**src/rtl/btn_conditioner.sv**
```systemverilog
// -----------------------------------------------------------------------------
// btn_conditioner
//
// Front end for the game FSM. Each of the five raw push-buttons is passed
// through a two-flop synchroniser and a stability-counter debouncer to give a
// clean level. A small lockout FSM turns debounced rising edges into
// single-cycle press pulses. It allows at most one pulse per "all buttons
// released" interval, so one physical press advances the game only once.
//
// Ports:
//   clk        in   system clock, all logic on posedge
//   resetn     in   synchronous active-low reset
//   btn_raw    in   [N_BTN-1:0] asynchronous raw buttons, 1 = pressed
//                   bit order {right, left, bottom, top, center}
//   btn_level  out  [N_BTN-1:0] debounced level, registered
//   btn_pulse  out  [N_BTN-1:0] one-hot-or-zero press pulse, registered
//   any_pulse  out  OR of btn_pulse, registered
//   locked     out  1 while the lockout FSM is in HELD, registered
// -----------------------------------------------------------------------------
module btn_conditioner #(
    parameter int N_BTN           = 5,
    parameter int DEBOUNCE_CYCLES = 1000000,
    parameter int CNT_W           = 20
) (
    input  logic             clk,
    input  logic             resetn,
    input  logic [N_BTN-1:0] btn_raw,
    output logic [N_BTN-1:0] btn_level,
    output logic [N_BTN-1:0] btn_pulse,
    output logic             any_pulse,
    output logic             locked
);

    typedef enum logic [0:0] {
        IDLE = 1'b0,
        HELD = 1'b1
    } state_t;

    // The counter reaches this value after the input has differed from the
    // level for DEBOUNCE_CYCLES consecutive cycles.
    localparam logic [CNT_W-1:0] TERM_CNT = CNT_W'(DEBOUNCE_CYCLES - 1);

    // Isolates the lowest set bit. This gives center the highest priority.
    function automatic logic [N_BTN-1:0] lowest_onehot(input logic [N_BTN-1:0] v);
        lowest_onehot = v & (~v + N_BTN'(1));
    endfunction

    logic [N_BTN-1:0] s1_r;
    logic [N_BTN-1:0] s2_r;
    logic [CNT_W-1:0] cnt_r     [N_BTN];
    logic [CNT_W-1:0] cnt_nxt_s [N_BTN];
    logic [N_BTN-1:0] level_nxt_s;
    logic [N_BTN-1:0] rise_s;
    state_t           state_r;

    // Next-state debounce per channel. Any mismatch that ends before the
    // terminal count clears the counter, so bounces restart the wait. The
    // counter clears at terminal count and never wraps.
    always_comb begin
        level_nxt_s = btn_level;
        for (int i = 0; i < N_BTN; i++) begin
            cnt_nxt_s[i] = cnt_r[i];
            if (s2_r[i] == btn_level[i]) begin
                cnt_nxt_s[i] = '0;
            end else if (cnt_r[i] == TERM_CNT) begin
                level_nxt_s[i] = s2_r[i];
                cnt_nxt_s[i]   = '0;
            end else begin
                cnt_nxt_s[i] = cnt_r[i] + CNT_W'(1);
            end
        end
    end

    // A rise is a level that is about to go 0->1 on this edge. This lets the
    // pulse coincide with the level change.
    always_comb begin
        rise_s = level_nxt_s & ~btn_level;
    end

    // Synchroniser, debounce counters and the debounced level register.
    always_ff @(posedge clk) begin
        if (!resetn) begin
            s1_r      <= '0;
            s2_r      <= '0;
            btn_level <= '0;
            for (int i = 0; i < N_BTN; i++) begin
                cnt_r[i] <= '0;
            end
        end else begin
            s1_r      <= btn_raw;
            s2_r      <= s1_r;
            btn_level <= level_nxt_s;
            for (int i = 0; i < N_BTN; i++) begin
                cnt_r[i] <= cnt_nxt_s[i];
            end
        end
    end

    // Lockout FSM. It emits one pulse and then waits until every debounced
    // level is released.
    always_ff @(posedge clk) begin
        if (!resetn) begin
            state_r   <= IDLE;
            btn_pulse <= '0;
            any_pulse <= 1'b0;
            locked    <= 1'b0;
        end else begin
            case (state_r)
                IDLE: begin
                    if (|rise_s) begin
                        state_r   <= HELD;
                        btn_pulse <= lowest_onehot(rise_s);
                        any_pulse <= 1'b1;
                        locked    <= 1'b1;
                    end else begin
                        state_r   <= IDLE;
                        btn_pulse <= '0;
                        any_pulse <= 1'b0;
                        locked    <= 1'b0;
                    end
                end
                HELD: begin
                    btn_pulse <= '0;
                    any_pulse <= 1'b0;
                    if (level_nxt_s == '0) begin
                        state_r <= IDLE;
                        locked  <= 1'b0;
                    end else begin
                        state_r <= HELD;
                        locked  <= 1'b1;
                    end
                end
                default: begin
                    state_r   <= IDLE;
                    btn_pulse <= '0;
                    any_pulse <= 1'b0;
                    locked    <= 1'b0;
                end
            endcase
        end
    end

endmodule

```
**config.mk**
```make
export PLATFORM = sky130hd
export DESIGN_NAME = btn_conditioner
export DESIGN_NICKNAME = d
export VERILOG_FILES = /design/src/rtl/btn_conditioner.sv
export SDC_FILE = /design/constraint.sdc
export NUM_CORES = 1
export LEC_CHECK = 0
export CAP_MARGIN = 20
export CORE_MARGIN = 3
export CORE_UTILIZATION = 54
export DETAILED_ROUTE_END_ITERATION = 6
export HOLD_SLACK_MARGIN = 0.05
export PLACE_DENSITY = 0.73
export SLEW_MARGIN = 20
export SYNTH_ARGS = -nofsm -noshare
export SYNTH_HDL_FRONTEND = slang
export SYNTH_SLANG_ARGS = --single-unit
```
**constraint.sdc**
```tcl
create_clock -name clk -period 4.02 [get_ports clk]
set_input_delay 1.005 -clock clk [delete_from_list [all_inputs] [get_ports clk]]
set_output_delay 1.005 -clock clk [all_outputs]
set_load 0.005 [all_outputs]
```
# Word-level counts from Yosys, hierarchy flattened
# Memories as Yosys holds them, arrays and structs flattened.
# Cells that the tools add are included.
[classes]
n_addsub = 6
eq_ne = 10
n_mux = 33
bitwise_logic = 10
reduce_logical = 2
[ops]
columns = ["operator", "n"]
rows = [
  ["$mux 20", 15],
  ["$add 20x1->20 const B", 5],
  ["$eq 20x20->1 const B", 5],
  ["$mux 1", 14],
  ["$and 5x5->5", 2],
  ["$not 5->5", 2],
  ["$pmux 5 s2", 1],
  ["$add 5x1->5 const B", 1],
  ["$eq 1x1->1", 5],
  ["$logic_not 5->1", 1],
  ["$mux 5", 1],
  ["$or 1x1->1", 5],
  ["$reduce_or 5->1", 1],
  ["$pmux 1 s2", 2],
  ["$not 1->1", 1],
]
[word_totals]
reg_bits = 22
ramBits = 100
out_inout_bits = 12
n_memories = 1
[memory_table]
columns = ["name", "depth", "word_bits", "read_ports", "rd_ports_with_merged_regs", "write_ports", "line_no", "text"]
rows = [
  ["cnt_r", 5, 20, 5, 0, 5, "50", "logic [CNT_W-1:0] cnt_r [N_BTN];"],
]

# Logic depth before layout (Yosys ltp)
[logic_depth]
ltp_word = 9
mapped_depth = 7

# Worst setup path after synthesis
# Ideal clock, no wire load.
[synth_timing]
kind = "register to register"
start = "memory cnt_r[3][0] (netlist: cnt_r[0][60])"
end = "register state_r"
setup_time_ns = 0.116
arrival_time_ns = 1.684
path_slack_ns = 2.220
path_stages_with_launch = 8
period_less_slack_ns = 1.800
cell_sequence = "dfxtp_1 ha_1 nand2_2 or3_4 nor3_2 mux2i_1 nand3_1 o211a_1"
[synth_rtl]
columns = ["item", "line_no", "text"]
rows = [
  ["from (decl)", "50", ""],
  ["to (signal assigned)", "103", "state_r <= IDLE;"],
  ["to (signal assigned)", "111", "state_r <= HELD;"],
  ["to (signal assigned)", "116", "state_r <= IDLE;"],
  ["to (decl)", "54", "state_t state_r;"],
]

==> flow_summary.toml <==
[timing]
skew_ns = 0.007981
worstMarginPinSlew_ns = 0.7926
tns_ns = 0
max_freq_mhz = 400.1
final.min_clock_period_ns = 2.500
max_slew_margin = 0.4700
rsz0062_at_grt = "no"
setup_viol = 0
hold_viol = 0
slew_viol_final = 0
post-route-period-util = 0.6218

[placed_design]
port_buffers = 18
place_congestion = 0.7873
placed_area_um2 = 5495
dpl.hpwl_mm = 6.432

[yosys]
synth-compound-area-share = 0.01719
syn_area_per_cell_um2 = 9.193
muxShareOfSynthArea = 0.009551
ys_async_sr_fraction = 0
ys_seq_area_frac = 0.4661
synth_simple_gate_area_share = 0.3169
synth_nets = 582
synthesis.area_um2 = 5240
ys_warn_count = 0
synth-xor-area-share = 0.1504
synth_fa_ha_area_frac = 0.01194
synth_seq_cells = 122
ys.flop_type = "dfxtp_1"
synth_top_family_by_area = "simple AND/OR/NAND/NOR gates"
ys_types = 50
syn_inst = 570
synth-edff-count = 0

[layout]
design_area_um2 = 6013
drive_above_1_share = 0.08746
num_antenna_cells = 0
fillerInstances = 759
final_nets = 606
area_growth_pct = 14.76

[drt]
drt-total-wl_mm = 9.415
drt_iter0_drc = 155
viasPerCell = 5.256
drc_errors = 0
dr.pass1.iters = 4
drtAntennaViolNets = 0
wl_per_cell_um = 12.81
vias = 3863

[floorplanning]
dieArea_um2 = 10920
die_h_um = 104.5
coreArea_um2 = 9328
start_util = 0.5618
die_w_um = 104.5
std_cell_rows = 35
ios = 19

[power_and_ir_drop]
peakVddDrop_uv = 227.0
power_density_nw_per_um2 = 427.1
p_leak_uw = 0.002083

[clocking]
cts_resized = 0
clkLatencyLatePin_ns = 0.51
cts_hold_buffers = 0
numCtsBuffers = 17
cts-root-buf = "clkbuf_8"
cts_max_path_buffers = 2
cts_tree = "built"
cts_setup_buffers = 0
h-tree-depth = 4
cts.sinks = 122
path_clk_slew_ns = 0.05

[worst_hold_path]
hold_path.class = "reg -> reg"

[global_routing]
grt_pass1_vias = 3787
grt_pass1_wl_mm = 16.53
grt.total_usage = 0.1835
grt_max_degree = 24
antenna_found_initial = 0
grt_overflow_total = 0

[setup_path]
critPathLaunchType = "primary input"
end_kind = "flip-flop"
crit_arrival_ns = 2.91
required_ns = 4.43
critPathMaxFanout = 23
path_class = "in -> reg"

[status]
status = "finished, final reports clean"

[job]
drv_cap = 0
==> registers in the layout, indices dropped and copies added, names as in the netlist <==
signal / flops
btn_level: 5
btn_pulse: 5
s1_r: 5
any_pulse: 1
state_r: 1
cnt_r: 100
s2_r: 5
==> cells by family (layout without fill, tap and decap cells) <==
family | after synthesis | in the layout
AO/OA/AOI/OAI | 16 | 16
XOR/XNOR | 90 | 90
adder cells (fa/ha/maj) | 5 | 5
buffers and inverters | 28 | 64
flip-flops | 122 | 122
multiplexers | 5 | 5
AND/OR/NAND/NOR | 304 | 304
==> through the flow <==
step	setup slack, ns	utilization	hold slack [ns]	cells	total power, uW
floorplan	2.220	-	0.4119	570	1265
global placement	1.045	0.5891	0.4156	704	1273
detailed placement	1.009	0.5891	0.4211	704	1274
CTS	1.511	0.6447	0.4350	735	2597
global route	1.317	0.6447	0.4452	735	2668
finish	1.520	0.6447	0.4322	735	2568
==> critical path: stages <==
cell             delay [ns]
clkdlybuf4s50_1        0.87
nand3b_1               0.71
a21oi_1                0.31
==> cell usage in the layout (no fill, tap or decap), drive strengths merged, types with 11 or more instances in the layout <==
| cell type | instances |
|---|---|
| dfxtp | 122 |
| clkbuf | 22 |
| xnor2 | 28 |
| and3 | 14 |
| nand3 | 39 |
| and2 | 15 |
| clkdlybuf4s50 | 18 |
| nor2 | 113 |
| nand4 | 23 |
| nor2b | 11 |
| nand2 | 29 |
| nor3 | 12 |
| xor2 | 62 |
| inv | 14 |
==> where the power goes <==
group          internal [uW]  switching, uW
clock network            823            497
logic                   11.8           16.3
registers               1220           3.86
==> cell type report <==
| class | instances | area [um2] | area share |
|---|---|---|---|
| Clock inverter | 9 | 75.07 | 0.01248 |
| Clock buffer | 22 | 442.9 | 0.07366 |
| Multi-Input combinational cell | 420 | 2651 | 0.4409 |
| Inverter | 14 | 52.55 | 0.008739 |
| Tap cell | 129 | 161.4 | 0.02684 |
| Sequential cell | 122 | 2442 | 0.4062 |
| Timing Repair Buffer | 19 | 187.7 | 0.03121 |
==> cell usage after synthesis, types with 7 or more instances <==
cell type	n	area, um2
dfxtp_1	122	2442
nor2_1	111	416.7
xor2_1	62	543.0
nand3_1	38	190.2
nand2_1	28	105.1
xnor2_1	28	245.2
nand4_1	20	125.1
and2_1	13	81.33
inv_1	13	48.80
and3_1	12	75.07
nor2b_1	11	68.82
and4_1	8	70.07
a21oi_1	7	35.03
nor3_1	7	35.03
==> per-layer routing <==
metal | vias to the layer above | global-route usage | routed length (um)
met5 | - | 0 | 0
met4 | 0 | 0.05033 | 80
met3 | 9 | 0.06704 | 275
met2 | 38 | 0.2938 | 4431
met1 | 1844 | 0.2334 | 4627
li1 | 1972 | - | -
==> final timing paths <==
kind         depth (start not counted)                       to               startpoint  slack [ns]
max                                  3  cnt_r[0][78]$_SDFF_PP0_                   resetn        1.52
min                                  1       s2_r[4]$_SDFF_PN0_       s1_r[4]$_SDFF_PN0_        0.43
max reg2reg                          6  cnt_r[0][28]$_SDFF_PP0_  cnt_r[0][20]$_SDFF_PP0_        1.62
min reg2reg                          1       s2_r[4]$_SDFF_PN0_       s1_r[4]$_SDFF_PN0_        0.43
No activity file was read; power rests on OpenSTA's default activity.
